`config.mk`:
```
export PLATFORM = sky130hd
export DESIGN_NAME = sensor_sequencer
export DESIGN_NICKNAME = d
export VERILOG_FILES = /design/src/rtl/sensor_sequencer_pkg.sv /design/src/rtl/sensor_filter.sv /design/src/rtl/sensor_sequencer.sv
export SDC_FILE = /design/constraint.sdc
export NUM_CORES = 1
export LEC_CHECK = 0
export CAP_MARGIN = 10
export CORE_UTILIZATION = 48
export DETAILED_ROUTE_END_ITERATION = 16
export MAX_ROUTING_LAYER = met4
export PLACE_DENSITY = 0.74
export SLEW_MARGIN = 30
export SYNTH_ARGS = -nofsm -noshare
export SYNTH_HDL_FRONTEND = slang
export SYNTH_SLANG_ARGS = --single-unit
```
`constraint.sdc`:
```
create_clock -name clock -period 2 [get_ports clock]
set_clock_uncertainty 0.15 [all_clocks]
set_input_delay 0.2 -clock clock [delete_from_list [all_inputs] [get_ports clock]]
set_output_delay 0.2 -clock clock [all_outputs]
set_load 0.05 [all_outputs]
```
`src/rtl/sensor_sequencer_pkg.sv`:
```
// Shared types and default timing for the lag-measurement sensor sequencer.
package sensor_sequencer_pkg;

   typedef enum logic [1:0] {
      StIdle  = 2'd0,
      StFlash = 2'd1,
      StDark  = 2'd2
   } seq_state_e;

   localparam int unsigned SensorSyncStages   = 2;
   localparam int unsigned SensorFilterCycles = 27;
   localparam int unsigned FlashFrames        = 30;
   localparam int unsigned DarkFrames         = 30;

endpackage

```
`src/rtl/sensor_filter.sv`:
```
// Photodiode input conditioning: multi-flop synchroniser followed by a run-length debounce.
module sensor_filter
   import sensor_sequencer_pkg::*;
#(
   parameter int unsigned SYNC_STAGES   = SensorSyncStages,
   parameter int unsigned FILTER_CYCLES = SensorFilterCycles
) (
   input  logic clock,
   input  logic reset,
   input  logic sensor_in,
   output logic sensor_level,
   output logic level_rise
);

   localparam int unsigned CntW = $clog2(FILTER_CYCLES + 1);

   logic [SYNC_STAGES-1:0] sync_q;
   logic [CntW-1:0]        run_q, run_d;
   logic                   level_q, level_d;
   logic                   synced;

   assign synced = sync_q[SYNC_STAGES-1];

   // Count consecutive samples disagreeing with the level; any agreeing sample restarts the run.
   always_comb begin
      run_d   = '0;
      level_d = level_q;
      if (synced != level_q) begin
         if (run_q == CntW'(FILTER_CYCLES - 1)) begin
            level_d = ~level_q;
         end else begin
            run_d = run_q + CntW'(1);
         end
      end
   end

   always_ff @(posedge clock) begin
      if (reset) begin
         sync_q  <= '0;
         run_q   <= '0;
         level_q <= 1'b0;
      end else begin
         sync_q  <= {sync_q[SYNC_STAGES-2:0], sensor_in};
         run_q   <= run_d;
         level_q <= level_d;
      end
   end

   assign sensor_level = level_q;
   // High in the cycle whose clock edge will raise sensor_level.
   assign level_rise   = level_d & ~level_q;

endmodule

```
`src/rtl/sensor_sequencer.sv`:
```
// Flash/dark test-cycle sequencer: drives the test patch and emits counter start/stop pulses.
module sensor_sequencer
   import sensor_sequencer_pkg::*;
#(
   parameter int unsigned SYNC_STAGES   = SensorSyncStages,
   parameter int unsigned FILTER_CYCLES = SensorFilterCycles,
   parameter int unsigned FLASH_FRAMES  = FlashFrames,
   parameter int unsigned DARK_FRAMES   = DarkFrames
) (
   input  logic        clock,
   input  logic        reset,
   input  logic        enable,
   input  logic        vsync,
   input  logic        sensor_in,
   output logic        flash_on,
   output logic        reset_counter,
   output logic        sensor_trigger,
   output logic        timeout,
   output logic        sensor_level,
   output logic [15:0] cycle_count
);

   seq_state_e  state_q, state_d;
   logic [7:0]  frame_q, frame_d;
   logic        armed_q, armed_d;
   logic        triggered_q, triggered_d;
   logic        fire_q, fire_d;
   logic        rc_q, rc_d;
   logic        trig_q, trig_d;
   logic        to_q, to_d;
   logic [15:0] count_q, count_d;
   logic        level_rise;
   logic        active;
   logic        fire;

   sensor_filter #(
      .SYNC_STAGES   (SYNC_STAGES),
      .FILTER_CYCLES (FILTER_CYCLES)
   ) u_filter (
      .clock        (clock),
      .reset        (reset),
      .sensor_in    (sensor_in),
      .sensor_level (sensor_level),
      .level_rise   (level_rise)
   );

   assign active = (state_q != StIdle);
   // Decided on the edge that raises the level, so it still belongs to a cycle ending on that edge.
   assign fire   = enable & active & level_rise & armed_q & ~triggered_q;

   always_comb begin
      state_d     = state_q;
      frame_d     = frame_q;
      armed_d     = armed_q;
      triggered_d = triggered_q;
      fire_d      = 1'b0;
      rc_d        = 1'b0;
      trig_d      = fire_q & enable;
      to_d        = 1'b0;
      count_d     = count_q;
      if (!enable) begin
         state_d = StIdle;
         armed_d = 1'b0;
      end else begin
         if (fire) begin
            fire_d      = 1'b1;
            triggered_d = 1'b1;
         end
         if (active && !sensor_level) begin
            armed_d = 1'b1;
         end
         unique case (state_q)
            StIdle: begin
               if (vsync) begin
                  state_d     = StFlash;
                  frame_d     = '0;
                  triggered_d = 1'b0;
                  armed_d     = 1'b0;
                  rc_d        = 1'b1;
               end
            end
            StFlash: begin
               if (vsync) begin
                  if (frame_q == 8'(FLASH_FRAMES - 1)) begin
                     state_d = StDark;
                     frame_d = '0;
                  end else begin
                     frame_d = frame_q + 8'd1;
                  end
               end
            end
            StDark: begin
               if (vsync) begin
                  if (frame_q == 8'(DARK_FRAMES - 1)) begin
                     state_d     = StFlash;
                     frame_d     = '0;
                     rc_d        = 1'b1;
                     to_d        = ~triggered_q & ~fire;
                     count_d     = count_q + 16'd1;
                     triggered_d = 1'b0;
                     armed_d     = 1'b0;
                  end else begin
                     frame_d = frame_q + 8'd1;
                  end
               end
            end
            default: state_d = StIdle;
         endcase
      end
   end

   always_ff @(posedge clock) begin
      if (reset) begin
         state_q     <= StIdle;
         frame_q     <= '0;
         armed_q     <= 1'b0;
         triggered_q <= 1'b0;
         fire_q      <= 1'b0;
         rc_q        <= 1'b0;
         trig_q      <= 1'b0;
         to_q        <= 1'b0;
         count_q     <= '0;
      end else begin
         state_q     <= state_d;
         frame_q     <= frame_d;
         armed_q     <= armed_d;
         triggered_q <= triggered_d;
         fire_q      <= fire_d;
         rc_q        <= rc_d;
         trig_q      <= trig_d;
         to_q        <= to_d;
         count_q     <= count_d;
      end
   end

   assign flash_on       = (state_q == StFlash);
   assign reset_counter  = rc_q;
   assign sensor_trigger = trig_q;
   assign timeout        = to_q;
   assign cycle_count    = count_q;

endmodule

```
==> metrics.txt, run 1 <==
status=completed; Total Nets Final=261; Final ANT Viol Nets=0; Storage cell area=817 um^2; Root Driver=clkbuf_8; worst hold start=fire_q; first-pass GRT wire length=6250 um; largest net degree at the start of global routing=27; number of remaining DRC errors=0; DIE AREA=4150 um^2; area grow syn2layout=33.3%; Hold Path Class=flop to flop; Critical Path Start=frame_q[1]; Routed wire per std cell=13.2 um; GR Util All Layers=19.4%; initial antenna violation count=0; diode count=0; vias=1632; placed cell count=284; Pre-Repair DR Iteration Count=4; final wirelength=3890 um; P_leak=0.946 nW; worst-margin pin slew=0.504 ns; Rel. slew slack=66.3%; area occupied by multi-input gates=1080 um^2; post-cts hold buffer count=0; Detail Placement HPWL=2480 um; Clock Latency Late Sink=0.29 ns; core area=3690 um^2; Vias/cell=5.51; Peak VDD IR=0.000439 V; power per cell area=638 nW/um^2; vias in the first global route=1481; fillers=322; final setup margin=0.0450 ns; # IOs=26; Mapped Avg Cell Area=8.99 um^2; FMAX=512 MHz; RSZ-0062 raised after global routing=true; Slew Viols, Final=0; Arr. time, crit path=2.04 ns; Syn Nets=222; Synth Flop Type=dfxtp_1; Clock transition at path regs=0.09 ns; worst setup path category=flop to flop; global-route met3 utilization=4.58%; top cell type by total area after synthesis=dfxtp_1; Site Rows=22; DP Worst Slack=-0.126 ns; most common cell in the netlist=dfxtp_1; met1 usage=22.7%; startpoint types=flop; Post-synth EDFFs=0; grt peak-use layer=met2; FF+latch count, synth=40; drt first-iter violations=76; die extent in x=64.4 um; CTS tree=yes; grt ovf=0; synth warn=0; ys async rst share=0%; worst path required time=2.08 ns; period utilization=97.8%; library cells used by synthesis=38; Seq/Total Area, Yosys=42.8%; RePlAce Congestion=0.748; Setup-failing EPs final=0; Critical Path End Type=flop; Port Buffer Count=25; Final Hold Viols=0; power consumption=1.59 mW; Initial Utilization=50.7%; ranking of synthesized cells by area=dfxtp_1 43%, ha_1 6.0%, xor2_1 5.2%; worst-path maximum fanout=5; GR Util met2=33.3%; post-route non-filler standard cell count=296; Max Root-Sink Buffers=2; die height=64.4 um; # clock sinks=40; Synth top cells by count=40 x dfxtp_1, 25 x nor2_1, 15 x a21oi_1; CTS Buf Count=5; Final Critical Period=1.96 ns; layout cells sized above 1=21.0%; H-tree Lvls=2; share of the synthesized area in the top cell type=42.8%; Max Cap Viol=0; Synth Instances=208; R2R Path Start=frame_q[1]; Mapped Area=1870 um^2
cells in the final DEF, fill, tap and decap left out, drive strengths merged, types with 4 or more instances in the layout:
cell           Yosys  final
nand4              8      9
clkdlybuf4s50      0     24
nand3             13     13
buf                3     18
dfxtp             40     40
and3               4      4
o21ai              5      5
or4                9      9
ha                 9      9
nor2              25     25
or3                4      4
o31ai              8      8
a21oi             15     15
xor2              11     11
inv                8     10
clkbuf             8      5
nand2              9      9
power by group:
| group | switching, mW | total [mW] | internal [mW] |
|---|---|---|---|
| Sequential | 0.00530 | 0.805 | 0.800 |
| Combinational | 0.0596 | 0.110 | 0.0499 |
| Clock | 0.300 | 0.677 | 0.377 |
stage by stage:
stage          instance area, um^2  util [%]  TNS, ns  hold slack (ns)
2_1_floorplan                 1890         -  -0.0108            0.162
3_3_place_gp                  2260      61.3   -0.446            0.255
3_5_place_dp                  2260      61.3   -0.716            0.255
6_report                      2490      67.6        0            0.264
5_1_grt                       2490      67.6   -0.149            0.281
4_1_cts                       2370      64.3   -0.164            0.268
kinds of logic after synthesis:
| kind of cell | share of synthesized area, % |
|---|---|
| adder cells (fa/ha/maj) | 6.02 |
| AO/OA/AOI/OAI | 12.0 |
| buffers and inverters | 4.35 |
| multiplexers | 1.61 |
| AND/OR/NAND/NOR | 26.6 |
| XOR/XNOR | 6.56 |
| flip-flops | 42.8 |
critical path, cell delays in order, from the launching register on:
cell	delay [ns]
dfxtp_2	0.33
inv_2	0.05
ha_4	0.11
nor4b_4	0.32
buf_4	0.22
nand4_4	0.14
or4_4	0.45
a21oi_2	0.12
layout make-up:
type                            count  share of cell area [%]
Clock buffer                        5                    2.76
Inverter                            8                    1.20
Sequential cell                    40                    32.8
Clock inverter                      3                    1.81
Tap cell                           48                    2.41
Multi-Input combinational cell    150                    43.5
Timing Repair Buffer               42                    15.6
flip-flops by register name, summed over array words and instances, names as in the netlist:
name	cells
cycle_count	16
frame_q	8
u_filter.run_q	5
state_q	2
u_filter.sync_q	2
armed_q	1
fire_q	1
reset_counter	1
sensor_trigger	1
timeout	1
triggered_q	1
u_filter.sensor_level	1
per-layer routing:
layer | part of all wire (%) | routed length (um) | vias to the layer above
met3 | 3.5 | 137 | 5
met1 | 48 | 1850 | 772
met2 | 48 | 1870 | 29
met5 | 0 | 0 | -
met4 | 0.74 | 29 | 0
li1 | - | - | 826
path summary, 6_finish.rpt:
path                      to  slack [ns]  cells after the start
min reg2reg   sensor_trigger        0.26                      2
max          cycle_count[15]        0.04                      7
min           sensor_trigger        0.26                      2
max reg2reg  cycle_count[15]        0.04                      7
repair_timing:
action,4_1_cts,5_1_grt
cloned,0,1
gates resized for setup,0,20
buffers inserted,0,4
pin swaps,0,11
endpoints found under the setup margin,5,12
No activity file was read; power rests on OpenSTA's default activity.
==> run 2, diff against run 1 <==
- TNS_END_PERCENT: unset -> 100
==> results of run 2 <==
The final DEF is identical to that of run 1; final timing and power are the same.
==> run 3, diff against run 2 <==
- CORE_MARGIN: unset -> 2
- clock period: 2 -> 1.6 ns (I/O delays scaled with it)
==> run 3 against run 2 <==
Critical path type unchanged. Highest routed layer unchanged. The flow now finishes with violations (setup timing). Combinational power up 65%. Sequential power up 24%. Power rose by 22%. Final cell count up 12%. Sequential cell count did not move. Worst hold slack gained 0.015 ns. Die area grew 6.3%. Non-clock buffer count rose by 36.
==> metrics.txt, run 3 (synthesis gave the netlist of run 1 again) <==
vias=1828; Setup-failing EPs final=22; most common cell after layout, fill and taps aside=buf_4; GR Util All Layers=23.7%; DIE AREA=4410 um^2; FMAX=543 MHz; P_leak=1.18 nW; Storage cell area=830 um^2; Port Buffer Count=25; worst setup path category=flop to flop; initial antenna violation count=0; core area=3720 um^2; area grow syn2layout=53.2%; Pre-Repair DR Iteration Count=4; Site Rows=22; Peak VDD IR=0.000584 V; worst path required time=1.68 ns; grt ovf=0; Root Driver=clkbuf_8; first-pass GRT wire length=7710 um; RePlAce Congestion=0.835; Placed Area=2530 um^2; max FFs per register=16; fin area=2870 um^2; Vias/cell=5.51; Final ANT Viol Nets=0; Hold Path End=sensor_trigger; setup_tns=-3.05 ns; Final Critical Period=1.84 ns; worst r2r dst=state_q[0]; largest net degree at the start of global routing=18; FF-to-FF setup slack=-0.24 ns; # IOs=26; die extent in x=66.4 um; Initial Utilization=50.3%; worst hold start=fire_q; Routed wire per std cell=14.3 um; r2r worst-path depth=8; number of remaining DRC errors=0; fillers=252; Max Root-Sink Buffers=2; Arr. time, crit path=1.92 ns; status=complete, but fails checks; area occupied by multi-input gates=1160 um^2; startpoint types=flop; Total Nets Final=297; CTS Buf Count=5; Final Hold Viols=0; power per cell area=675 nW/um^2; vias in the first global route=1764; die height=66.4 um; # clock sinks=40; final wirelength=4750 um; Detail Placement HPWL=3150 um; Slew Viols, Final=0; Critical Path End Type=flop; Rel. slew slack=74.0%; diode count=0; RSZ-0062 raised after global routing=true; R2R Path Start=frame_q[1]; Hold Path Class=flop to flop; Worst Hold Depth=2; most frequent cells in the layout=64 x buf_4, 27 x dfxtp_1, 25 x nor2_1; CTS tree=yes; Clock Latency Late Sink=0.30 ns; failing checks=setup timing; final setup margin=-0.241 ns; layout cells sized above 1=44.7%; worst-margin pin slew=0.388 ns; post-cts hold buffer count=0; Max Cap Viol=0; Clock transition at path regs=0.08 ns; H-tree Lvls=2; worst-path maximum fanout=5; period utilization=115%; drt first-iter violations=116
## run 3: changes by cell type in the layout (fill, tap and decap cells not counted), sizes merged
cell	previous run	this run
clkbuf	5	7
clkinv	0	1
bufinv	1	0
buf	18	74
clkdlybuf4s50	24	4
inv	10	8
## run 3: power breakdown
part	leakage, nW	switching (mW)	internal, mW
sequential	0.331	0.00614	0.998
combinational	0.798	0.0922	0.0888
clock	0.0534	0.350	0.400
total	1.18	0.449	1.49
## run 3: timing repair
item | 4_1_cts | 5_1_grt
endpoints found under the setup margin | 29 | 30
setup buffers | 4 | 3
gates cloned | 1 | 0
pin swaps | 8 | 8
gates resized for setup | 21 | 21
## run 3: final cells by class
class / count / area share, %
clock buffers: 7 / 3.40
repair buffers: 78 / 23.6
clock inverters: 1 / 0.175
multi-input cells: 150 / 40.6
well taps: 48 / 2.10
inverters: 8 / 1.13
flip-flops and latches: 40 / 28.9
## run 3: worst max path at each step
stage               start              end  slack, ns
2_1_floorplan  frame_q[1]   cycle_count[7]      -0.30
3_3_place_gp        vsync  cycle_count[11]      -0.43
3_5_place_dp        vsync  cycle_count[11]      -0.47
4_1_cts        frame_q[1]  cycle_count[13]      -0.20
5_1_grt        frame_q[1]       state_q[0]      -0.30
6_report       frame_q[1]       state_q[0]      -0.24
## run 3: per-layer routing
| metal | up-vias | track usage (%) | wire length [um] |
|---|---|---|---|
| met5 | - | - | 0 |
| met1 | 890 | 27.0 | 2050 |
| li1 | 895 | - | - |
| met3 | 8 | 7.16 | 193 |
| met2 | 35 | 39.4 | 2440 |
| met4 | 0 | 8.42 | 71 |
## run 3: per-stage QoR
| step | util (%) | hold WS (ns) | power, mW | std cells | worst slack [ns] |
|---|---|---|---|---|---|
| 6_report | 77.1 | 0.280 | 1.94 | 332 | -0.241 |
| 5_1_grt | 77.1 | 0.284 | 2.00 | 332 | -0.302 |
| 4_1_cts | 74.5 | 0.276 | 1.94 | 329 | -0.199 |
| 3_5_place_dp | 68.0 | 0.265 | 1.18 | 316 | -0.473 |
| 3_3_place_gp | 68.0 | 0.260 | 1.17 | 316 | -0.429 |
| 2_1_floorplan | - | 0.122 | 1.10 | 208 | -0.297 |
## run 3: worst max-delay path, cell delays in order, from the launching register on
cell     delay, ns
dfxtp_2       0.32
inv_2         0.05
ha_4          0.11
nor4b_4       0.19
buf_6         0.17
buf_4         0.15
a32oi_1       0.12
or3_1         0.37
a21oi_1       0.14
